[config.mk]
export PLATFORM = sky130hd
export DESIGN_NAME = decryption_flat
export DESIGN_NICKNAME = d
export VERILOG_FILES = /design/src/rtl/macguffin_pkg.sv /design/src/rtl/decryption_if.sv /design/src/rtl/decr_round.sv /design/src/rtl/decryption.sv /design/src/flat_wrapper.sv
export SDC_FILE = /design/constraint.sdc
export NUM_CORES = 1
export LEC_CHECK = 0
export CAP_MARGIN = 40
export CORE_AREA = 10 10 651 653
export DETAILED_ROUTE_END_ITERATION = 10
export DIE_AREA = 0 0 661 663
export DONT_BUFFER_PORTS = 1
export HOLD_SLACK_MARGIN = 0.02
export PLACE_DENSITY = 0.3
export REMOVE_ABC_BUFFERS = 1
export SYNTH_ARGS = -nofsm -noshare
export SYNTH_HDL_FRONTEND = slang
export SYNTH_SLANG_ARGS = --single-unit
export TNS_END_PERCENT = 30
[constraint.sdc]
create_clock -name clk -period 5.2 [get_ports clk]
set_clock_uncertainty 0.1 [all_clocks]
set_input_delay 1.04 -clock clk [delete_from_list [all_inputs] [get_ports clk]]
set_output_delay 1.04 -clock clk [all_outputs]
set_load 0.01 [all_outputs]
[src/rtl/macguffin_pkg.sv]
// rtl/macguffin_pkg.sv - MacGuffin shared constants, S-boxes, F function and FSM states
// Shared by the encryption and decryption datapaths so both sides always use
// identical round logic. No ports.
package macguffin_pkg;

    localparam int WORD_W = 16;
    localparam int RKEY_W = 3 * WORD_W;

    typedef enum logic [1:0] {
        ST_IDLE = 2'd0,
        ST_RUN  = 2'd1,
        ST_DONE = 2'd2
    } state_e;

    // Eight 6-in/2-out S-boxes; entry x of box j sits at SBOX[j][2x+1:2x].
    localparam logic [127:0] SBOX [8] = '{
        128'hE4D12FB8_3A6C5907_0F7E4DA1_C2B65893,
        128'hF18E6B34_97D2A0C5_3D47F28B_C0E91A56,
        128'hA09E63F5_1DC7B428_D7136F0A_B24E8C59,
        128'h7DE3069A_12B8C54F_D8B56F03_47E12AC9,
        128'h2C417AB6_853FD0E9_EB2C47D1_50FA3986,
        128'hC1AF92E8_6D0534B7_9E0A7CD4_32F158B6,
        128'h4B2EF08D_3C975A61_D0B7491A_E35C2F86,
        128'hD8A1F463_0E5B9C27_1FD8A49C_B6E3520F
    };

    // Round function: the three source words are keyed, then box j takes two
    // bits from each keyed word (staggered so every box mixes different bit
    // positions) and produces output bits 2j+1:2j.
    function automatic logic [WORD_W-1:0] f_func(
        input logic [WORD_W-1:0] a,
        input logic [WORD_W-1:0] b,
        input logic [WORD_W-1:0] c,
        input logic [RKEY_W-1:0] k
    );
        logic [WORD_W-1:0] x;
        logic [WORD_W-1:0] y;
        logic [WORD_W-1:0] z;
        logic [WORD_W-1:0] r;
        logic [5:0]        idx;
        x = a ^ k[WORD_W-1:0];
        y = b ^ k[2*WORD_W-1:WORD_W];
        z = c ^ k[3*WORD_W-1:2*WORD_W];
        r = '0;
        for (int j = 0; j < 8; j++) begin
            idx = {x[2*j +: 2], y[(2*j+2)%16 +: 2], z[(2*j+4)%16 +: 2]};
            r[2*j +: 2] = SBOX[j][{idx, 1'b0} +: 2];
        end
        return r;
    endfunction

endpackage

[src/rtl/decryption_if.sv]
// rtl/decryption_if.sv - stream bus carrying cipher/plain blocks
// Signals: tdata (block), tvalid (source has data), tready (sink accepts).
// master drives tdata/tvalid, slave drives tready.
interface decryption_if #(
    parameter int W = 4 * macguffin_pkg::WORD_W
);
    logic [W-1:0] tdata;
    logic         tvalid;
    logic         tready;

    modport master (output tdata, output tvalid, input tready);
    modport slave  (input tdata, input tvalid, output tready);
endinterface

[src/rtl/decr_round.sv]
// rtl/decr_round.sv - one combinational MacGuffin decryption round
// Ports: block_i (block before round), key_i (48-bit round key),
//        block_o (block after round).
module decr_round
    import macguffin_pkg::*;
(
    input  logic [4*WORD_W-1:0] block_i,
    input  logic [RKEY_W-1:0]   key_i,
    output logic [4*WORD_W-1:0] block_o
);
    logic [WORD_W-1:0] w0;
    logic [WORD_W-1:0] w1;
    logic [WORD_W-1:0] w2;
    logic [WORD_W-1:0] w3;
    logic [WORD_W-1:0] w3_new;

    assign w0 = block_i[0*WORD_W +: WORD_W];
    assign w1 = block_i[1*WORD_W +: WORD_W];
    assign w2 = block_i[2*WORD_W +: WORD_W];
    assign w3 = block_i[3*WORD_W +: WORD_W];

    // Inverse of the encryption round: undo the XOR into the word that
    // encryption rotated to the top, then rotate it back to position 0.
    assign w3_new  = w3 ^ f_func(w0, w1, w2, key_i);
    assign block_o = {w2, w1, w0, w3_new};
endmodule

[src/rtl/decryption.sv]
// rtl/decryption.sv - iterative MacGuffin block decryptor, one round per cycle
// Ports: clk, rst (sync, active-high), round_keys (expanded keys, index 0 =
//        first encryption round), key_ready (keys valid), s_axis (ciphertext
//        in), m_axis (plaintext out). One block in flight at a time.
module decryption
    import macguffin_pkg::*;
#(
    parameter int round_num  = 32,
    parameter int block_size = 64
) (
    input  logic                      clk,
    input  logic                      rst,
    input  logic [block_size*3/4-1:0] round_keys [round_num],
    input  logic                      key_ready,
    decryption_if.slave               s_axis,
    decryption_if.master              m_axis
);
    localparam int CNT_W = (round_num > 1) ? $clog2(round_num) : 1;

    state_e                  state_q, state_d;
    logic [CNT_W-1:0]        counter_q, counter_d;
    logic [block_size-1:0]   block_q, block_d;
    logic [block_size-1:0]   round_out;
    logic                    s_ready;
    logic                    m_valid;

    decr_round u_round (
        .block_i (block_q),
        .key_i   (round_keys[counter_q]),
        .block_o (round_out)
    );

    always_comb begin
        state_d   = state_q;
        counter_d = counter_q;
        block_d   = block_q;
        s_ready   = 1'b0;
        m_valid   = 1'b0;
        unique case (state_q)
            ST_IDLE: begin
                s_ready = key_ready && !rst;
                if (s_ready && s_axis.tvalid) begin
                    block_d   = s_axis.tdata;
                    counter_d = CNT_W'(round_num - 1);
                    state_d   = ST_RUN;
                end
            end
            ST_RUN: begin
                block_d = round_out;
                // Counter holds at zero on the last round instead of wrapping.
                if (counter_q == '0) begin
                    state_d = ST_DONE;
                end else begin
                    counter_d = counter_q - CNT_W'(1);
                end
            end
            ST_DONE: begin
                m_valid = 1'b1;
                if (m_axis.tready) begin
                    state_d = ST_IDLE;
                end
            end
            default: state_d = ST_IDLE;
        endcase
    end

    always_ff @(posedge clk) begin
        if (rst) begin
            state_q   <= ST_IDLE;
            counter_q <= '0;
            block_q   <= '0;
        end else begin
            state_q   <= state_d;
            counter_q <= counter_d;
            block_q   <= block_d;
        end
    end

    assign s_axis.tready = s_ready;
    assign m_axis.tvalid = m_valid;
    assign m_axis.tdata  = block_q;
endmodule

[src/flat_wrapper.sv]
// flat-port wrapper written by rule: the top's interface ports become plain ports
module decryption_flat import macguffin_pkg::*;
#(
    parameter int round_num  = 32,
    parameter int block_size = 64
)
  (clk, rst, round_keys, key_ready, s_axis_tdata, s_axis_tvalid, s_axis_tready, m_axis_tdata, m_axis_tvalid, m_axis_tready);
  decryption_if #(.W((64))) s_axis_i ();
  decryption_if #(.W((64))) m_axis_i ();
  input  logic clk;
  input  logic rst;
  input  logic [block_size*3/4-1:0] round_keys[round_num];
  input  logic key_ready;
  input wire logic [$bits(s_axis_i.tdata)-1:0] s_axis_tdata;
  input wire logic [$bits(s_axis_i.tvalid)-1:0] s_axis_tvalid;
  output wire logic [$bits(s_axis_i.tready)-1:0] s_axis_tready;
  output wire logic [$bits(m_axis_i.tdata)-1:0] m_axis_tdata;
  output wire logic [$bits(m_axis_i.tvalid)-1:0] m_axis_tvalid;
  input wire logic [$bits(m_axis_i.tready)-1:0] m_axis_tready;
  assign s_axis_i.tdata = s_axis_tdata;
  assign s_axis_i.tvalid = s_axis_tvalid;
  assign s_axis_tready = s_axis_i.tready;
  assign m_axis_tdata = m_axis_i.tdata;
  assign m_axis_tvalid = m_axis_i.tvalid;
  assign m_axis_i.tready = m_axis_tready;
  decryption #(.round_num(round_num), .block_size(block_size)) u_core (.clk(clk), .rst(rst), .round_keys(round_keys), .key_ready(key_ready), .s_axis(s_axis_i), .m_axis(m_axis_i));
endmodule
==> results.toml <==
[status]
status = "completed"

[floorplan]
core_area_mm2 = 0.4113
die_area_mm2 = 0.4382
initial_core_util = 0.04941
die_w_um = 661
fp.dieH_um = 663
ios = 1671
std_cell_rows = 236

[clocking]
cts_root_buffer = "clkbuf_16"
cts_tree = "done"
hold_buffers = 0
h-tree-depth = 3
numCtsBuffers = 9
clk_pin_slew_ns = 0.12
insertion_delay_ns = 0.43
clockBufferDepth = 2
cts_sinks = 71

[place]
portBuffers = 0
placed_cells = 7431
place.gp.congestion = 0.8894
hpwl_mm = 266.4
post-place-ws_ns = 0.002402
placed_area_mm2 = 0.02772

[sta]
fin_crit_sh = 0.9621
drv_slew = 0
hold_viol = 0
tightestPinTransition_ns = 0.8866
layout_min_cycle_time_ns = 5.003
holdWs_ns = 0.4752
setup-violations-final = 0
clock.fmax_mhz = 199.9
setup_tns_ns = 0
rsz0062_at_grt = "true"
fin_ws_ns = 0.1970
maxSlewHeadroom = 0.4089

[global_route]
globalRoute.totalOverflow = 0
grt_max_degree = 72
antenna_found_initial = 381
track_usage = 0.1251
grt_pass1_vias = 20920
grt_pass1_wl_mm = 338.5

[synth]
synth_area_mm2 = 0.02032
synth-seq-area-share = 0.06994
synth.ff_latch_count = 71
synthFlopType = "dfxtp_1"
synth_cell_types = 109
synth-edff-count = 0
synth_cells = 1950
postSynth.asyncResetShare = 0
synth_area_per_cell_um2 = 10.42
yosys_warnings = 0

[setup_path]
cp.required_ns = 5.41
start_kind = "flop"
cp_data_arrival_time_ns = 5.22
worstPathMaxFanout = 11
worstSetupPathType = "flop to flop"
crit_path_end_kind = "flop"

[detailed_routing]
drc_errors = 0
wl_per_cell_um = 38.32
drt_pre_antenna_iters = 6
dr_total_vias = 22480
ant_nets = 0
via_per_inst = 2.972
totalWireLength_mm = 289.8
drt_iter0_drc = 2252

[cells_and_area]
fill_cells = 48070
fin_nets = 3614
final_cell_area_mm2 = 0.02838
utilization = 0.06900
stdcell_count = 7564
drive_gt1_frac = 0.3203
area_delta_synth_final_pct = 39.66

[power_and_ir_drop]
p_leak_nw = 7.539
peakVddDrop_v = 0.0001203
p_total_mw = 6.438
p_per_area_mw_per_mm2 = 226.8

[run]
maxCapViolations = 0

[min_path]
min_path_type = "flop to flop"
## where the power goes
group          internal [mW]  leakage [nW]  switching, mW
Clock                  0.432         0.163          0.448
Combinational           1.92          6.79           2.86
Sequential             0.593         0.587          0.187
Total                   2.94          7.54           3.49
## state kept, by name, indices dropped and copies added (netlist names)
name / count
u_core.counter_q: 5
u_core.m_axis.tdata: 64
u_core.state_q: 2
## cell type report
class | instances | area, um2 | share of cell area
diodes | 114 | 285.3 | 0.01005
clock buffers | 9 | 225.2 | 0.007935
clock inverters | 7 | 103.9 | 0.003659
inverters | 43 | 172.7 | 0.006084
multi-input cells | 1644 | 17210 | 0.6062
flip-flops and latches | 71 | 1441 | 0.05078
well taps | 5474 | 6849 | 0.2413
repair buffers | 202 | 2100 | 0.07397
## cell families after synthesis
logic type / after synthesis / share of synthesized area
AO/OA/AOI/OAI: 430 / 0.1674
XOR/XNOR: 56 / 0.02820
buffers and inverters: 235 / 0.08823
adder cells (fa/ha/maj): 38 / 0.02340
multiplexers: 556 / 0.4909
AND/OR/NAND/NOR: 564 / 0.1319
flip-flops: 71 / 0.06994
## path summary, 6_finish.rpt
path	startpoint	to	slack, ns	depth (start not counted)
setup / recovery	u_core.counter_q[0]$_SDFFE_PP0P_	u_core.m_axis.tdata[5]$_SDFFE_PP0P_	0.20	17
setup reg to reg	u_core.counter_q[0]$_SDFFE_PP0P_	u_core.m_axis.tdata[5]$_SDFFE_PP0P_	0.20	17
hold reg to reg	u_core.m_axis.tdata[8]$_SDFFE_PP0P_	u_core.m_axis.tdata[24]$_SDFFE_PP0P_	0.48	2
hold / removal	u_core.m_axis.tdata[8]$_SDFFE_PP0P_	u_core.m_axis.tdata[24]$_SDFFE_PP0P_	0.48	2
## synth_stat cells (all sizes together) (41+ instances only)
cell	count	area, um2
inv	42	157.7
clkbuf	56	275.3
dfxtp	71	1421
mux4	329	7635
o22ai	56	356.6
a21oi	41	212.7
nor2	119	451.7
mux2i	177	1772
nand2	233	879.6
buf	131	1309
mux2	50	570.6
a311oi	51	446.7
## repair_timing
action,in CTS,in global routing
buffers inserted,2,1
gates cloned,0,0
resized for setup,1,3
setup endpoints to repair,1,3
pin swaps,0,1
## layer usage
layer	track usage	part of all wire
met1	0.1421	0.38
met5	0	0.0048
met3	0.06005	0.12
met2	0.2169	0.48
met4	0.01637	0.021
## worst max-delay path: stages (launching register included)
cell and delay [ns]:
dfxtp_4 0.61, buf_6 0.25, mux4_2 0.60, a22o_1 0.28, a211oi_1 0.32, buf_2 0.23, buf_4 0.16, o21ai_0 0.11
buf_4 0.22, nand2_1 0.16, inv_1 0.13, ha_1 0.23, mux2_2 0.27, mux4_2 0.47, o211ai_1 0.21, buf_4 0.20
xor2_1 0.07, a221oi_1 0.23
## cell usage in the layout, fill, tap and decap left out, types with 8 or more instances in the layout
master / n
o21ai_0: 36
nand3_1: 36
a221oi_2: 11
a22oi_1: 12
clkbuf_16: 9
o211ai_1: 17
nand2_1: 230
diode_2: 114
or3_1: 20
a31oi_1: 18
a21oi_1: 39
a221oi_1: 22
nand3b_1: 10
o221ai_1: 39
buf_12: 28
xnor2_1: 27
mux4_2: 269
buf_4: 156
and2_1: 8
xor2_1: 18
o22ai_1: 55
inv_1: 38
xor2_2: 10
nor3_1: 35
mux2_2: 46
ha_1: 38
a311oi_1: 51
a211oi_1: 17
a221o_1: 11
nor4_1: 16
nand4_1: 9
mux4_1: 60
mux2i_1: 175
buf_16: 10
and3_1: 17
nor2_1: 111
dfxtp_1: 65
a32oi_1: 16
Power figures use the tool's default switching activity.
